==> src/rtl/pll_seq_if.sv <==
`default_nettype none
// ----------------------------------------------------------------------------
// Module   : pll_seq_if
// Brief    : PLL/system-reset sequencer signal bundle (PLL side + status side)
// Revision : 1.0
// ----------------------------------------------------------------------------
interface pll_seq_if;
  logic       pll_locked;
  logic       restart;
  logic       pll_resetb;
  logic       sys_resetn;
  logic       ready;
  logic [2:0] state;
  logic [7:0] retry_count;

  modport slave (
    input  pll_locked, restart,
    output pll_resetb, sys_resetn, ready, state, retry_count
  );

  modport master (
    output pll_locked, restart,
    input  pll_resetb, sys_resetn, ready, state, retry_count
  );
endinterface
`default_nettype wire

==> src/rtl/pll_reset_sequencer.sv <==
`default_nettype none
// ----------------------------------------------------------------------------
// Module   : pll_reset_sequencer
// Brief    : Pulses PLL RESETB, qualifies LOCK and holds system reset until
//            lock is stable; restarts on lock loss, timeout or request.
// Revision : 1.0
// ----------------------------------------------------------------------------
module pll_reset_sequencer #(
  parameter int PLL_RST_CYCLES      = 16,
  parameter int LOCK_STABLE_CYCLES  = 64,
  parameter int LOCK_TIMEOUT_CYCLES = 4096,
  parameter int SYS_HOLD_CYCLES     = 256,
  parameter int CNT_W               = 16
) (
  input  wire           clk,
  input  wire           resetn,
  pll_seq_if.slave      bus
);

  typedef enum logic [2:0] {
    ST_RST_PLL   = 3'd0,
    ST_WAIT_LOCK = 3'd1,
    ST_HOLD_SYS  = 3'd2,
    ST_RUN       = 3'd3,
    ST_LOST      = 3'd4
  } state_t;

  localparam logic [CNT_W-1:0] C_PLL_LAST     = CNT_W'(PLL_RST_CYCLES - 1);
  localparam logic [CNT_W-1:0] C_STABLE_LAST  = CNT_W'(LOCK_STABLE_CYCLES - 1);
  localparam logic [CNT_W-1:0] C_TIMEOUT_LAST = CNT_W'(LOCK_TIMEOUT_CYCLES - 1);
  localparam logic [CNT_W-1:0] C_HOLD_LAST    = CNT_W'(SYS_HOLD_CYCLES - 1);

  state_t           state_q, state_d;
  logic [CNT_W-1:0] cnt_q, cnt_d;
  logic [CNT_W-1:0] stable_q, stable_d;
  logic [7:0]       retry_count_q, retry_count_d;
  logic             pll_resetb_q, pll_resetb_d;
  logic             sys_resetn_q, sys_resetn_d;
  logic             ready_q, ready_d;
  logic             lock_meta_q, lock_sync_q;
  logic             retry_inc;

  always_comb begin
    state_d   = state_q;
    retry_inc = 1'b0;
    // A restart request overrides every other transition, but never
    // re-triggers while the PLL is already being held in reset.
    if (bus.restart && (state_q != ST_RST_PLL)) begin
      state_d = ST_RST_PLL;
    end else begin
      case (state_q)
        ST_RST_PLL: begin
          if (cnt_q == C_PLL_LAST) state_d = ST_WAIT_LOCK;
        end
        ST_WAIT_LOCK: begin
          if (lock_sync_q && (stable_q == C_STABLE_LAST)) begin
            state_d = ST_HOLD_SYS;
          end else if (cnt_q == C_TIMEOUT_LAST) begin
            state_d   = ST_RST_PLL;
            retry_inc = 1'b1;
          end
        end
        ST_HOLD_SYS: begin
          if (!lock_sync_q)              state_d = ST_LOST;
          else if (cnt_q == C_HOLD_LAST) state_d = ST_RUN;
        end
        ST_RUN: begin
          if (!lock_sync_q) state_d = ST_LOST;
        end
        ST_LOST: begin
          state_d   = ST_RST_PLL;
          retry_inc = 1'b1;
        end
        default: state_d = ST_RST_PLL;
      endcase
    end

    cnt_d = (state_d != state_q) ? '0 : cnt_q + CNT_W'(1);

    stable_d = '0;
    if ((state_q == ST_WAIT_LOCK) && (state_d == ST_WAIT_LOCK) && lock_sync_q)
      stable_d = stable_q + CNT_W'(1);

    retry_count_d = retry_count_q;
    if (retry_inc && (retry_count_q != 8'hFF))
      retry_count_d = retry_count_q + 8'd1;

    // Outputs are decoded from the next state so they change on the same
    // edge as the state register.
    pll_resetb_d = (state_d != ST_RST_PLL);
    sys_resetn_d = (state_d == ST_RUN);
    ready_d      = (state_d == ST_RUN);
  end

  always_ff @(posedge clk) begin
    if (!resetn) begin
      state_q       <= ST_RST_PLL;
      cnt_q         <= '0;
      stable_q      <= '0;
      retry_count_q <= 8'd0;
      pll_resetb_q  <= 1'b0;
      sys_resetn_q  <= 1'b0;
      ready_q       <= 1'b0;
      lock_meta_q   <= 1'b0;
      lock_sync_q   <= 1'b0;
    end else begin
      state_q       <= state_d;
      cnt_q         <= cnt_d;
      stable_q      <= stable_d;
      retry_count_q <= retry_count_d;
      pll_resetb_q  <= pll_resetb_d;
      sys_resetn_q  <= sys_resetn_d;
      ready_q       <= ready_d;
      lock_meta_q   <= bus.pll_locked;
      lock_sync_q   <= lock_meta_q;
    end
  end

  assign bus.pll_resetb  = pll_resetb_q;
  assign bus.sys_resetn  = sys_resetn_q;
  assign bus.ready       = ready_q;
  assign bus.state       = state_q;
  assign bus.retry_count = retry_count_q;

endmodule
`default_nettype wire

==> src/flat_wrapper.sv <==
// flat-port wrapper written by rule: the top's interface ports become plain ports
module pll_reset_sequencer_flat 
#(
  parameter int PLL_RST_CYCLES      = 16,
  parameter int LOCK_STABLE_CYCLES  = 64,
  parameter int LOCK_TIMEOUT_CYCLES = 4096,
  parameter int SYS_HOLD_CYCLES     = 256,
  parameter int CNT_W               = 16
)
  (clk, resetn, bus_pll_locked, bus_restart, bus_pll_resetb, bus_sys_resetn, bus_ready, bus_state, bus_retry_count);
  pll_seq_if bus_i ();
  input  wire clk;
  input  wire resetn;
  input wire logic [$bits(bus_i.pll_locked)-1:0] bus_pll_locked;
  input wire logic [$bits(bus_i.restart)-1:0] bus_restart;
  output wire logic [$bits(bus_i.pll_resetb)-1:0] bus_pll_resetb;
  output wire logic [$bits(bus_i.sys_resetn)-1:0] bus_sys_resetn;
  output wire logic [$bits(bus_i.ready)-1:0] bus_ready;
  output wire logic [$bits(bus_i.state)-1:0] bus_state;
  output wire logic [$bits(bus_i.retry_count)-1:0] bus_retry_count;
  assign bus_i.pll_locked = bus_pll_locked;
  assign bus_i.restart = bus_restart;
  assign bus_pll_resetb = bus_i.pll_resetb;
  assign bus_sys_resetn = bus_i.sys_resetn;
  assign bus_ready = bus_i.ready;
  assign bus_state = bus_i.state;
  assign bus_retry_count = bus_i.retry_count;
  pll_reset_sequencer #(.PLL_RST_CYCLES(PLL_RST_CYCLES), .LOCK_STABLE_CYCLES(LOCK_STABLE_CYCLES), .LOCK_TIMEOUT_CYCLES(LOCK_TIMEOUT_CYCLES), .SYS_HOLD_CYCLES(SYS_HOLD_CYCLES), .CNT_W(CNT_W)) u_core (.clk(clk), .resetn(resetn), .bus(bus_i));
endmodule
==> config.mk <==
export PLATFORM = sky130hd
export DESIGN_NAME = pll_reset_sequencer_flat
export DESIGN_NICKNAME = d
export VERILOG_FILES = /design/src/rtl/pll_seq_if.sv /design/src/rtl/pll_reset_sequencer.sv /design/src/flat_wrapper.sv
export SDC_FILE = /design/constraint.sdc
export NUM_CORES = 1
export LEC_CHECK = 0
export CORE_ASPECT_RATIO = 0.6
export CORE_UTILIZATION = 50
export CTS_BUF_LIST = sky130_fd_sc_hd__clkbuf_2 sky130_fd_sc_hd__clkbuf_4 sky130_fd_sc_hd__clkbuf_8
export DETAILED_ROUTE_END_ITERATION = 6
export GPL_TIMING_DRIVEN = 0
export PLACE_DENSITY = 0.71
export SLEW_MARGIN = 10
export SYNTH_ARGS = -nofsm -noshare
export SYNTH_HDL_FRONTEND = slang
export SYNTH_SLANG_ARGS = --single-unit
==> constraint.sdc <==
create_clock -name clk -period 2.9 [get_ports clk]
set_input_delay 0.58 -clock clk [delete_from_list [all_inputs] [get_ports clk]]
set_output_delay 0.58 -clock clk [all_outputs]
set_load 0.03 [all_outputs]
==> results of run 1 <==
-- where the power goes --
group | total, mW | switching (mW) | internal (mW)
Clock | 0.506 | 0.227 | 0.279
Sequential | 0.654 | 0.00476 | 0.650
Combinational | 0.0296 | 0.0169 | 0.0127
Total | 1.19 | 0.249 | 0.942
-- cell families after synthesis --
| logic type | Yosys count | synth area share, % |
|---|---|---|
| flops | 47 | 39.4 |
| buf+inv | 14 | 2.83 |
| fa+ha+maj | 3 | 1.57 |
| xor+xnor | 28 | 10.3 |
| mux | 5 | 2.10 |
| compound gates | 24 | 8.70 |
| simple gates | 146 | 35.1 |
-- flip-flops by register name (all words and copies together) (netlist names) --
signal	cells
u_core.cnt_q	16
u_core.stable_q	16
u_core.bus.retry_count	8
u_core.bus.state	3
u_core.bus.pll_resetb	1
u_core.bus.sys_resetn	1
u_core.lock_meta_q	1
u_core.lock_sync_q	1
-- layout make-up --
type / instances / share of cell area, %
Multi-Input combinational cell: 206 / 50.2
Sequential cell: 47 / 34.1
Timing Repair Buffer: 17 / 6.16
Clock buffer: 6 / 2.99
Tap cell: 63 / 2.86
Buffer: 9 / 1.77
Clock inverter: 2 / 1.27
Inverter: 5 / 0.680
-- cell usage after synthesis (all sizes together) (3+ instances only) --
| library cell | count | area [um^2] |
|---|---|---|
| a21oi | 9 | 45.0 |
| and2 | 6 | 38.8 |
| and3 | 8 | 52.6 |
| and4 | 5 | 45.0 |
| buf | 5 | 33.8 |
| clkbuf | 4 | 15.0 |
| dfxtp | 47 | 941 |
| ha | 3 | 37.5 |
| inv | 5 | 18.8 |
| mux2i | 5 | 50.1 |
| nand2 | 23 | 86.3 |
| nand2b | 8 | 50.1 |
| nand3 | 18 | 90.1 |
| nand4 | 9 | 56.3 |
| nor2 | 27 | 101 |
| nor3 | 7 | 35.0 |
| nor3b | 4 | 30.0 |
| nor4 | 20 | 140 |
| or4 | 3 | 26.3 |
| xnor2 | 15 | 131 |
| xor2 | 13 | 114 |
-- final timing paths --
path,start,endpoint,cells past startpoint
worst max-delay path,u_core.bus.state[1],u_core.cnt_q[9],7
worst min-delay path,u_core.lock_meta_q,u_core.lock_sync_q,1
worst max register to register,u_core.bus.state[1],u_core.cnt_q[9],7
worst min register to register,u_core.lock_meta_q,u_core.lock_sync_q,1
-- per-stage QoR --
stage               power (mW)  utilization, %
floorplan                0.687               -
global placement         0.698            57.5
detailed placement       0.699            57.5
CTS                       1.20            60.0
global route              1.23            60.2
finish                    1.19            60.2
-- metal layers --
layer  up-vias  wire (um)  share of wire (%)
met1       918       2840                 56
met3         5        322                6.4
met5         -          0                  0
li1       1017          -                  -
met4         0         35               0.69
met2        55       1860                 37
-- worst max-delay path: cells and delay by family, from the launching register on --
kind	cells	cell delay (ns)
buf+inv	2	0.60
simple gates	3	0.87
flops	1	0.31
compound gates	2	0.63
-- repair_timing --
action	4_1_cts	5_1_grt
gates resized for setup	0	1
setup endpoints to repair	0	8
hold buffers	0	0
==> impl_metrics.tcl, run 1 <==
set metrics [dict create \
    arrival_ns 2.72 \
    setup_tns_ns 0 \
    start_kind "register" \
    io_buffer_count 17 \
    multi_input_area_um2 1390 \
    final.period_utilization_pct 87.8 \
    use_met3_pct 5.51 \
    setup_viol 0 \
    syn_nets 274 \
    ir_drop_v 0.000237 \
    rrSetupSlack_ns 0.35 \
    skew_ns 0.00807 \
    grtUsageMet1_pct 35.3 \
    hold_ws_ns 0.434 \
    fmax_mhz 393 \
    avgSynthCellArea_um2 8.94 \
    grt_max_degree 15 \
    synth_edf_count 0 \
    netlist_instances 267 \
    grt_pass1_vias 1778 \
    die_area_um2 5060 \
    dr_total_vias 1995 \
    layout_common_cells "dfxtp_1 (47), nor2_1 (27), nand2_1 (23), nand3_1 (18), nor4_1 (18)" \
    cts_setup_buffers 0 \
    coreArea_um2 4590 \
    fin_area_um2 2760 \
    layout_commonest_cell "dfxtp_1" \
    status "complete, no violations" \
    placementRows 19 \
    place_area_um2 2640 \
    dp_cells 347 \
    tightest_slew_ns 0.879 \
    die_h_um 55.5 \
    final_hold_viol_count 0 \
    drt-vias-per-instance 5.62 \
    overflow 0 \
    grt_pass1_wl_mm 8.71 \
    slew_viol_final 0 \
    worstPathRequired_ns 3.08 \
    grt_usage_pct 22.0 \
    critPathMaxFanout 10 \
    hpwl_mm 3.65 \
    worst_path_max_delay_cell "or4_1" \
    die_width_um 91.2 \
    cts_tree "built" \
    ys_types 48 \
    cts_max_level 2 \
    dominantRegCellSynth "dfxtp_1" \
    ys_warn_count 0 \
    syn_area_um2 2390 \
    worst-setup-path-type "register to register" \
    slowest_delay_ns 0.52 \
    antenna_found_initial 0 \
    fin_nets 298 \
    wl_per_cell_um 14.2 \
    p_per_area_nw_per_um2 431 \
    top_usage_layer "met1" \
    path_cells "clkbuf_1, or4_1, nor4_1, a32oi_1, o21ai_1, clkbuf_1, nor4_1" \
    pre_cts_ws_ns 0.379 \
    layout.cells.non_filler 355 \
    setup.worst_path.end_class "register" \
    start_util_pct 52.0 \
    cts_root_buffer "clkbuf_8" \
    drive_gt1_share_pct 9.59 \
    drc 0 \
    ys_ff_latch 47 \
    fin_ws_ns 0.354 \
    cts.sinks 47 \
    area_delta_synth_final_pct 15.6 \
    cts_buffers 5 \
    final.fill_count 406 \
    totalWireLength_mm 5.06 \
    grt_setup_unrepaired "no" \
    final_antenna_net_count 0 \
    gp_congestion 0.829 \
    max_slew_margin_pct 40.9 \
    leakage_nw 0.904 \
    period_minus_slack_ns 2.55 \
    dr.first_iter.drc_count 110 \
    async_reset_ff_share_pct 0 \
    n_antenna_cell 0 \
    worst_skew_pair.late_latency_ns 0.30 \
    regArea_um2 941 \
    hold_path_class "register to register" \
    cts_buffer_depth 2 \
    grt_util_met2_pct 28.1 \
    synth-seq-area-share_pct 39.4 \
    drv_cap 0 \
    first_pass_iters 4 \
    ios 18 \
    clk_pin_slew_ns 0.09 \
]
(Power assumes the default switching activity.)
==> run 2, diff against run 1 <==
==> constraint.sdc (replaced) <==
create_clock -name clk -period 3.18 [get_ports clk]
set_input_delay 0.636 -clock clk [delete_from_list [all_inputs] [get_ports clk]]
set_output_delay 0.636 -clock clk [all_outputs]
set_load 0.03 [all_outputs]
==> impl_metrics.tcl, run 2 (same netlist as run 1, synthesis figures left out) <==
set metrics [dict create \
    drt-vias-per-instance 5.55 \
    die_width_um 91.2 \
    grt_max_degree 15 \
    worst_skew_pair.late_latency_ns 0.30 \
    drv_cap 0 \
    grt_usage_pct 22.0 \
    fmax_mhz 388 \
    cts_buffer_depth 2 \
    first_pass_iters 6 \
    worst-setup-path-type "register to register" \
    die_area_um2 5060 \
    ios 18 \
    ir_drop_v 0.000217 \
    dp_cells 347 \
    path_cells "or4_4, nor4_1, a32oi_1, o21ai_1, clkbuf_1, nor4_1" \
    grt_pass1_wl_mm 8.71 \
    p_per_area_nw_per_um2 393 \
    arrival_ns 2.76 \
    placementRows 19 \
    clk_pin_slew_ns 0.09 \
    critPathMaxFanout 10 \
    r2r-start "u_core.cnt_q[12]" \
    final.period_utilization_pct 81.1 \
    critPathCapture "u_core.cnt_q[9]" \
    wl_per_cell_um 14.2 \
    io_buffer_count 17 \
    startpoint "u_core.cnt_q[12]" \
    start_util_pct 52.0 \
    hold_path_class "register to register" \
    dr.first_iter.drc_count 98 \
    leakage_nw 0.904 \
    final_antenna_net_count 0 \
    totalWireLength_mm 5.05 \
    final.fill_count 409 \
    cts_root_buffer "clkbuf_8" \
    layout.cells.non_filler 355 \
    postCtsHoldBufs 0 \
    dr_total_vias 1971 \
    slowest_delay_ns 0.57 \
    rrSetupSlack_ns 0.60 \
    area_delta_synth_final_pct 15.4 \
    critPathTopFamily "simple AND/OR/NAND/NOR gates" \
    fin_nets 298 \
    start_kind "register" \
    hold_ws_ns 0.436 \
    final_core_util_pct 60.0 \
    cts_setup_buffers 0 \
    tightest_slew_ns 0.883 \
    antenna_found_initial 0 \
    grt_pass1_vias 1778 \
    hpwl_mm 3.65 \
    worst_path_max_delay_cell "or4_4" \
    overflow 0 \
    cts.sinks 47 \
    drc 0 \
    cts_tree "built" \
    cts_buffers 5 \
    drive_gt1_share_pct 9.25 \
    coreArea_um2 4590 \
    cp.depth 6 \
    setup_viol 0 \
    cp_common_cell "nor4_1" \
    grt_setup_unrepaired "no" \
    setup.worst_path.end_class "register" \
    period_minus_slack_ns 2.58 \
    setup_tns_ns 0 \
    cts_max_level 2 \
    final_hold_viol_count 0 \
    status "complete, no violations" \
    ff2ff_path_depth 6 \
    die_h_um 55.5 \
    layout_common_cells "dfxtp_1 (47), nor2_1 (27), nand2_1 (23), nor4_1 (19), nand3_1 (18)" \
    skew_ns 0.00656 \
    n_antenna_cell 0 \
    worstPathRequired_ns 3.36 \
    slew_viol_final 0 \
    max_slew_margin_pct 40.7 \
    gp_congestion 0.829 \
    crit_buf_inv 1 \
    r2r_end "u_core.cnt_q[9]" \
    ctsResizeCount 0 \
    layout_commonest_cell "dfxtp_1" \
]
## run 2: cell type report
cell class	count	area [um^2]	share of cell area, %
timing repair buffer	17	170	6.18
clock buffer	6	82.6	3.00
tap	63	78.8	2.86
sequential	47	941	34.2
clock inverter	2	35.0	1.27
buffer	9	48.8	1.77
multi-input combinational	206	1380	50.1
inverter	5	18.8	0.682
## run 2: per-stage QoR
step	total power, mW	instance area (um^2)	setup WS [ns]
floorplan	0.626	2390	0.917
global placement	0.637	2640	0.590
detailed placement	0.637	2640	0.642
CTS	1.09	2750	0.616
global route	1.12	2750	0.261
finish	1.08	2750	0.599
## run 2: layer usage
metal | part of all wire [%] | up-vias | global-route usage [%]
met5 | 0 | - | 0
met4 | 0.59 | 0 | 6.12
met3 | 4.6 | 4 | 5.51
met2 | 37 | 44 | 28.1
met1 | 57 | 909 | 35.3
li1 | - | 1014 | -
## run 2: worst min-delay path by stage
stage / cells past startpoint / to / slack, ns / start
floorplan: 1 / u_core.lock_sync_q / 0.41 / u_core.lock_meta_q
global placement: 1 / u_core.lock_sync_q / 0.41 / u_core.lock_meta_q
detailed placement: 1 / u_core.lock_sync_q / 0.43 / u_core.lock_meta_q
CTS: 1 / u_core.lock_sync_q / 0.44 / u_core.lock_meta_q
global route: 1 / u_core.lock_sync_q / 0.46 / u_core.lock_meta_q
finish: 1 / u_core.lock_sync_q / 0.44 / u_core.lock_meta_q
## run 2: power breakdown
part / internal [mW] / total, mW / switching (mW)
combinational: 0.0116 / 0.0270 / 0.0154
sequential: 0.592 / 0.597 / 0.00442
clock: 0.255 / 0.459 / 0.204
total: 0.859 / 1.08 / 0.224
